`src/rtl/bcd_conv_scheduler.sv`:
```
// bcd_conv_scheduler: round-robin time-shared double-dabble binary-to-BCD engine for three channels.
// Optional BCD_CONV_SIGNED_EN: two's-complement operands converted as magnitude with a Neg flag.
module bcd_conv_scheduler #(
   parameter int W      = 32,
   parameter int DIGITS = 6
) (
   input  logic                  Clk,
   input  logic                  Rst_n,
   input  logic [2:0]            Req,
   input  logic [W-1:0]          Bin0,
   input  logic [W-1:0]          Bin1,
   input  logic [W-1:0]          Bin2,
   output logic [2:0]            Ack,
   output logic [2:0]            Done,
   output logic [4*DIGITS-1:0]   Bcd0,
   output logic [4*DIGITS-1:0]   Bcd1,
   output logic [4*DIGITS-1:0]   Bcd2,
   output logic [2:0]            Ovf,
   output logic [2:0]            Neg,
   output logic                  Busy
);
   localparam int BW = 4*DIGITS;
   localparam int CW = $clog2(W+1);
   localparam logic [0:0] S_IDLE  = 1'b0;
   localparam logic [0:0] S_SHIFT = 1'b1;
   logic [0:0]    state_q, state_d;
   logic [1:0]    ptr_q, ptr_d, g_q, g_d;
   logic [W-1:0]  opnd_q, opnd_d;
   logic [BW-1:0] scr_q, scr_d;
   logic [CW-1:0] cnt_q, cnt_d;
   logic          sticky_q, sticky_d;
   logic [2:0]    ack_q, ack_d, done_q, done_d, ovf_q, ovf_d;
   logic [BW-1:0] bcd_q [3];
   logic [BW-1:0] bcd_d [3];
   logic [1:0]    c1, c2, g;
   logic [W-1:0]  sel_bin, mag;
   logic [BW-1:0] adj, shifted;
   logic          fin;
   always_comb begin
      c1 = (ptr_q == 2'd2) ? 2'd0 : ptr_q + 2'd1;
      c2 = (c1 == 2'd2) ? 2'd0 : c1 + 2'd1;
      g = Req[c1] ? c1 : Req[c2] ? c2 : ptr_q;
      sel_bin = (g == 2'd0) ? Bin0 : (g == 2'd1) ? Bin1 : Bin2;
      for (int k = 0; k < DIGITS; k++)
         adj[4*k +: 4] = (scr_q[4*k +: 4] >= 4'd5) ? scr_q[4*k +: 4] + 4'd3 : scr_q[4*k +: 4];
      shifted = {adj[BW-2:0], opnd_q[W-1]};
      fin = (state_q == S_SHIFT) && (cnt_q == CW'(1));
   end
`ifdef BCD_CONV_SIGNED_EN
   logic       neg_pend_q, neg_pend_d;
   logic [2:0] neg_q, neg_d;
   always_comb begin
      mag = sel_bin[W-1] ? ~sel_bin + 1'b1 : sel_bin;
      neg_pend_d = (state_q == S_IDLE && |Req) ? sel_bin[W-1] : neg_pend_q;
      neg_d = neg_q;
      if (fin) neg_d[g_q] = neg_pend_q;
   end
   always_ff @(posedge Clk or negedge Rst_n) begin
      if (!Rst_n) begin
         neg_pend_q <= 1'b0;
         neg_q <= '0;
      end else begin
         neg_pend_q <= neg_pend_d;
         neg_q <= neg_d;
      end
   end
   assign Neg = neg_q;
`else
   assign mag = sel_bin;
   assign Neg = '0;
`endif
   always_comb begin
      state_d = state_q;
      ptr_d = ptr_q;
      g_d = g_q;
      opnd_d = opnd_q;
      scr_d = scr_q;
      cnt_d = cnt_q;
      sticky_d = sticky_q;
      ack_d = '0;
      done_d = '0;
      ovf_d = ovf_q;
      bcd_d = bcd_q;
      if (state_q == S_IDLE) begin
         if (|Req) begin
            state_d = S_SHIFT;
            g_d = g;
            opnd_d = mag;
            scr_d = '0;
            cnt_d = CW'(W);
            sticky_d = 1'b0;
            ack_d[g] = 1'b1;
         end
      end else begin
         // top-digit carry-out is the 10^DIGITS wrap, so scratch stays value mod 10^DIGITS
         opnd_d = opnd_q << 1;
         scr_d = shifted;
         sticky_d = sticky_q | adj[BW-1];
         cnt_d = cnt_q - 1'b1;
         if (fin) begin
            state_d = S_IDLE;
            ptr_d = g_q;
            done_d[g_q] = 1'b1;
            ovf_d[g_q] = sticky_q | adj[BW-1];
            bcd_d[g_q] = shifted;
         end
      end
   end
   always_ff @(posedge Clk or negedge Rst_n) begin
      if (!Rst_n) begin
         state_q <= S_IDLE;
         ptr_q <= 2'd2;
         g_q <= 2'd0;
         opnd_q <= '0;
         scr_q <= '0;
         cnt_q <= '0;
         sticky_q <= 1'b0;
         ack_q <= '0;
         done_q <= '0;
         ovf_q <= '0;
         bcd_q <= '{default: '0};
      end else begin
         state_q <= state_d;
         ptr_q <= ptr_d;
         g_q <= g_d;
         opnd_q <= opnd_d;
         scr_q <= scr_d;
         cnt_q <= cnt_d;
         sticky_q <= sticky_d;
         ack_q <= ack_d;
         done_q <= done_d;
         ovf_q <= ovf_d;
         bcd_q <= bcd_d;
      end
   end
   assign Ack = ack_q;
   assign Done = done_q;
   assign Ovf = ovf_q;
   assign Busy = (state_q == S_SHIFT);
   assign Bcd0 = bcd_q[0];
   assign Bcd1 = bcd_q[1];
   assign Bcd2 = bcd_q[2];
endmodule

```
`config.mk`:
```
export PLATFORM = sky130hd
export DESIGN_NAME = bcd_conv_scheduler
export DESIGN_NICKNAME = d
export VERILOG_FILES = /design/src/rtl/bcd_conv_scheduler.sv
export SDC_FILE = /design/constraint.sdc
export NUM_CORES = 1
export LEC_CHECK = 0
export BUFFER_PORTS_ARGS = -buffer_cell sky130_fd_sc_hd__buf_4
export CAP_MARGIN = 10
export CELL_PAD_IN_SITES_DETAIL_PLACEMENT = 0
export CELL_PAD_IN_SITES_GLOBAL_PLACEMENT = 1
export CORE_UTILIZATION = 38
export DETAILED_ROUTE_END_ITERATION = 10
export GPL_TIMING_DRIVEN = 1
export PLACE_DENSITY_LB_ADDON = 0.05
export SLEW_MARGIN = 10
export SYNTH_ARGS = -nofsm -noshare
export SYNTH_HDL_FRONTEND = slang
export SYNTH_SLANG_ARGS = --single-unit
```
`constraint.sdc`:
```
create_clock -name Clk -period 2.42 [get_ports Clk]
set_clock_uncertainty 0.05 [all_clocks]
set_input_delay 0.121 -clock Clk [delete_from_list [all_inputs] [get_ports Clk]]
set_output_delay 0.121 -clock Clk [all_outputs]
set_load 0.02 [all_outputs]
```
==> flow_summary.toml <==
[global_route]
grt_overflow = 0
grt_start_max_net_pins = 66
grt_pass1_vias = 6055
antenna_found_initial = 0
grt.total_usage = 0.201
grt_pass1_wl_um = 31200

[logic_synthesis]
syn_area_mm2 = 0.00724
synthSimpleGateAreaFrac = 0.0726
synth-main-ff-cell = "dfrtp_1"
synth_top_family_by_area = "compound AO/OA/AOI/OAI gates"
synth_xor_area_frac = 0.0109
synth_compound_area_frac = 0.178
netlist_instances = 619
yosys_warnings = 0
yosysSeqAreaShare = 0.515
ys_ff_latch = 149
postSynth.asyncResetShare = 1.00
synthAdderAreaFrac = 0.0242
synth_mux_area_frac = 0.151
avgSynthCellArea_um2 = 11.7
synth_cell_types = 40
synth_edf_count = 0

[critical_path]
path_class = "reg -> reg"
arrival_ns = 2.71
startpoint_type = "register"
cp_max_fo = 6
endpoint_kind = "register"
required_ns = 2.67

[routing]
wire_per_inst_um = 16.4
wl_um = 18500
drc = 0
first_iter_violations = 252
viasPerCell = 5.14
first_pass_iters = 4
postRouteAntennaNets = 0
vias = 5828

[place]
dp_hpwl_um = 12100
placed_cells = 1013
gp_congestion = 0.737
dp_slack_ns = -0.125
port_buffers = 182

[timing]
setup_viol = 30
fin_ws_ns = -0.0412
final-hold-violation-count = 0
max_freq_ghz = 0.406
min_period_ns = 2.46
rsz0062_at_grt = "yes"
drv_slew = 0
period_share = 1.02
fin_hold_ws_ns = 0.00906
tightest_slew_ns = 0.934
relSlewSlack = 0.377

[flow_run]
maxCapViolations = 0

[clock_network]
clk_latency_ns = 0.42
cts_max_level = 4
cts_root_buf = "clkbuf_16"
clk_path_buf_depth = 2
numCtsBuffers = 17
clk_pin_slew_ns = 0.06
clock_sinks = 149
cts_tree = "built"

[floorplan]
dieArea_mm2 = 0.0196
start_util = 0.387
ios = 186
rows = 50
die_h_um = 140
die_w_um = 140
coreArea_mm2 = 0.0187

[power_and_ir_drop]
pwr-share-clk = 0.240
peakVddDrop_mv = 0.481
power_frac_seq = 0.365
p_total_mw = 10.9
leakage_nw = 5.26
p_int_mw = 7.02
switchingPower_mw = 3.85
swShare = 0.354
combPwrFrac = 0.396
p_per_area_mw_per_mm2 = 1040

[layout]
mostFrequentLayoutCells = "197 x buf_4, 147 x dfrtp_1, 85 x dlygate4sd3_1, 55 x mux2_4, 50 x o21ai_0"
layout.nets = 1001
instances_no_fill = 1133
antenna_cells = 0
final_common_cell = "buf_4"
drive_gt1_frac = 0.366
syn_to_final_growth_pct = 45.0

[status]
violations = "negative setup slack"
status = "finished, violations left"

[min_path]
hp-class = "in -> reg"
==> repair_timing <==
action / in CTS / in global routing
setup endpoints to repair: 65 / 88
hold buffers: 85 / 0
setup buffers: 0 / 1
gates resized for setup: 6 / 19
hold endpoints to repair: 82 / 0
gates cloned: 1 / 1
pin swaps: 1 / 1
==> logic make-up after synthesis <==
family | count (synthesis)
adders and majority gates | 14
buffers and inverters | 69
DFF | 149
xor gates and xnor gates | 9
AOI/OAI and AO/OA | 186
and+or+nand+nor | 106
muxes | 85
other | 1
==> worst max-delay path, cell delays in order, from the launching register on <==
cell and delay (ns):
dfrtp_1 0.38, or4b_4 0.54, or3b_4 0.43, or3b_4 0.46
clkbuf_16 0.20, mux2_4 0.29
==> cells in the mapped netlist, types with 2 or more instances <==
library cell  number  area (um^2)
nor2b_1            2         12.5
a21oi_1            9         45.0
a211o_1            2         17.5
and3_1             2         12.5
mux2_4            38          571
nor3_1             4         20.0
xnor2_1            8         70.1
a22oi_1           31          233
inv_1             21         78.8
o21ai_0           50          250
buf_1              3         11.3
buf_12             2         40.0
ha_1              14          175
clkbuf_1          33          124
nand3_1           32          160
o211ai_1          33          248
dfrtp_1          148         3700
a22o_1            25          219
mux2_2            40          450
buf_6              5         56.3
nand2b_1          12         75.1
a21o_1            32          240
mux2i_1            7         70.1
nor2_1            11         41.3
nand2_1           34          128
nor4_1             2         12.5
or3b_1             2         17.5
buf_4              5         37.5
==> metrics by stage <==
stage / utilization / setup TNS [ns] / area, um^2
2_1_floorplan: - / -6.73 / 7250
5_1_grt: 0.561 / -3.14 / 10500
4_1_cts: 0.556 / -1.17 / 10400
3_5_place_dp: 0.477 / -3.15 / 8910
3_3_place_gp: 0.477 / -2.07 / 8910
6_report: 0.561 / -0.726 / 10500
==> sequential cells by signal (all words and copies together) (netlist names), 6 cells and up <==
| register | flops |
|---|---|
| cnt_q | 6 |
| Bcd2 | 24 |
| scr_q | 24 |
| Bcd1 | 24 |
| opnd_q | 32 |
| Bcd0 | 24 |
==> per-layer routing <==
layer | up-vias | wire, um | GRT usage
met5 | - | 0 | 0
met4 | 0 | 176 | 0.0515
met3 | 13 | 885 | 0.0499
met2 | 167 | 9270 | 0.351
met1 | 2864 | 8210 | 0.248
li1 | 2784 | - | -
==> area by class of cell <==
class / instances / area (um^2)
clock buffers: 19 / 433
inverters: 21 / 78.8
flip-flops and latches: 149 / 3730
multi-input cells: 403 / 3270
clock inverters: 13 / 150
repair buffers: 294 / 2540
well taps: 234 / 293
fillers: 1608 / 8210
==> power by group through the flow <==
stage	Clock [mW]	Sequential, mW	Combinational [mW]
2_1_floorplan	0	4.25	2.28
3_3_place_gp	0	3.96	3.96
3_5_place_dp	0	4.00	4.06
4_1_cts	2.68	3.96	4.26
5_1_grt	2.80	4.10	4.75
6_report	2.61	3.96	4.30
==> worst paths after layout <==
kind / from / to / slack [ns] / cells past startpoint
setup / recovery: cnt_q[4]$_DFFE_PN0P_ / Bcd1[15]$_DFFE_PN0P_ / -0.04 / 5
hold / removal: Bin2[4] / opnd_q[4]$_DFFE_PN0P_ / 0.009 / 3
setup reg to reg: cnt_q[4]$_DFFE_PN0P_ / Bcd1[15]$_DFFE_PN0P_ / -0.04 / 5
hold reg to reg: cnt_q[5]$_DFFE_PN0P_ / cnt_q[5]$_DFFE_PN0P_ / 0.44 / 1
max in group asynchronous: Rst_n / Bcd1[23]$_DFFE_PN0P_ / 1.42 / 3
min in group asynchronous: Rst_n / scr_q[10]$_DFFE_PN0P_ / 0.17 / 2
(Power assumes the default switching activity.)
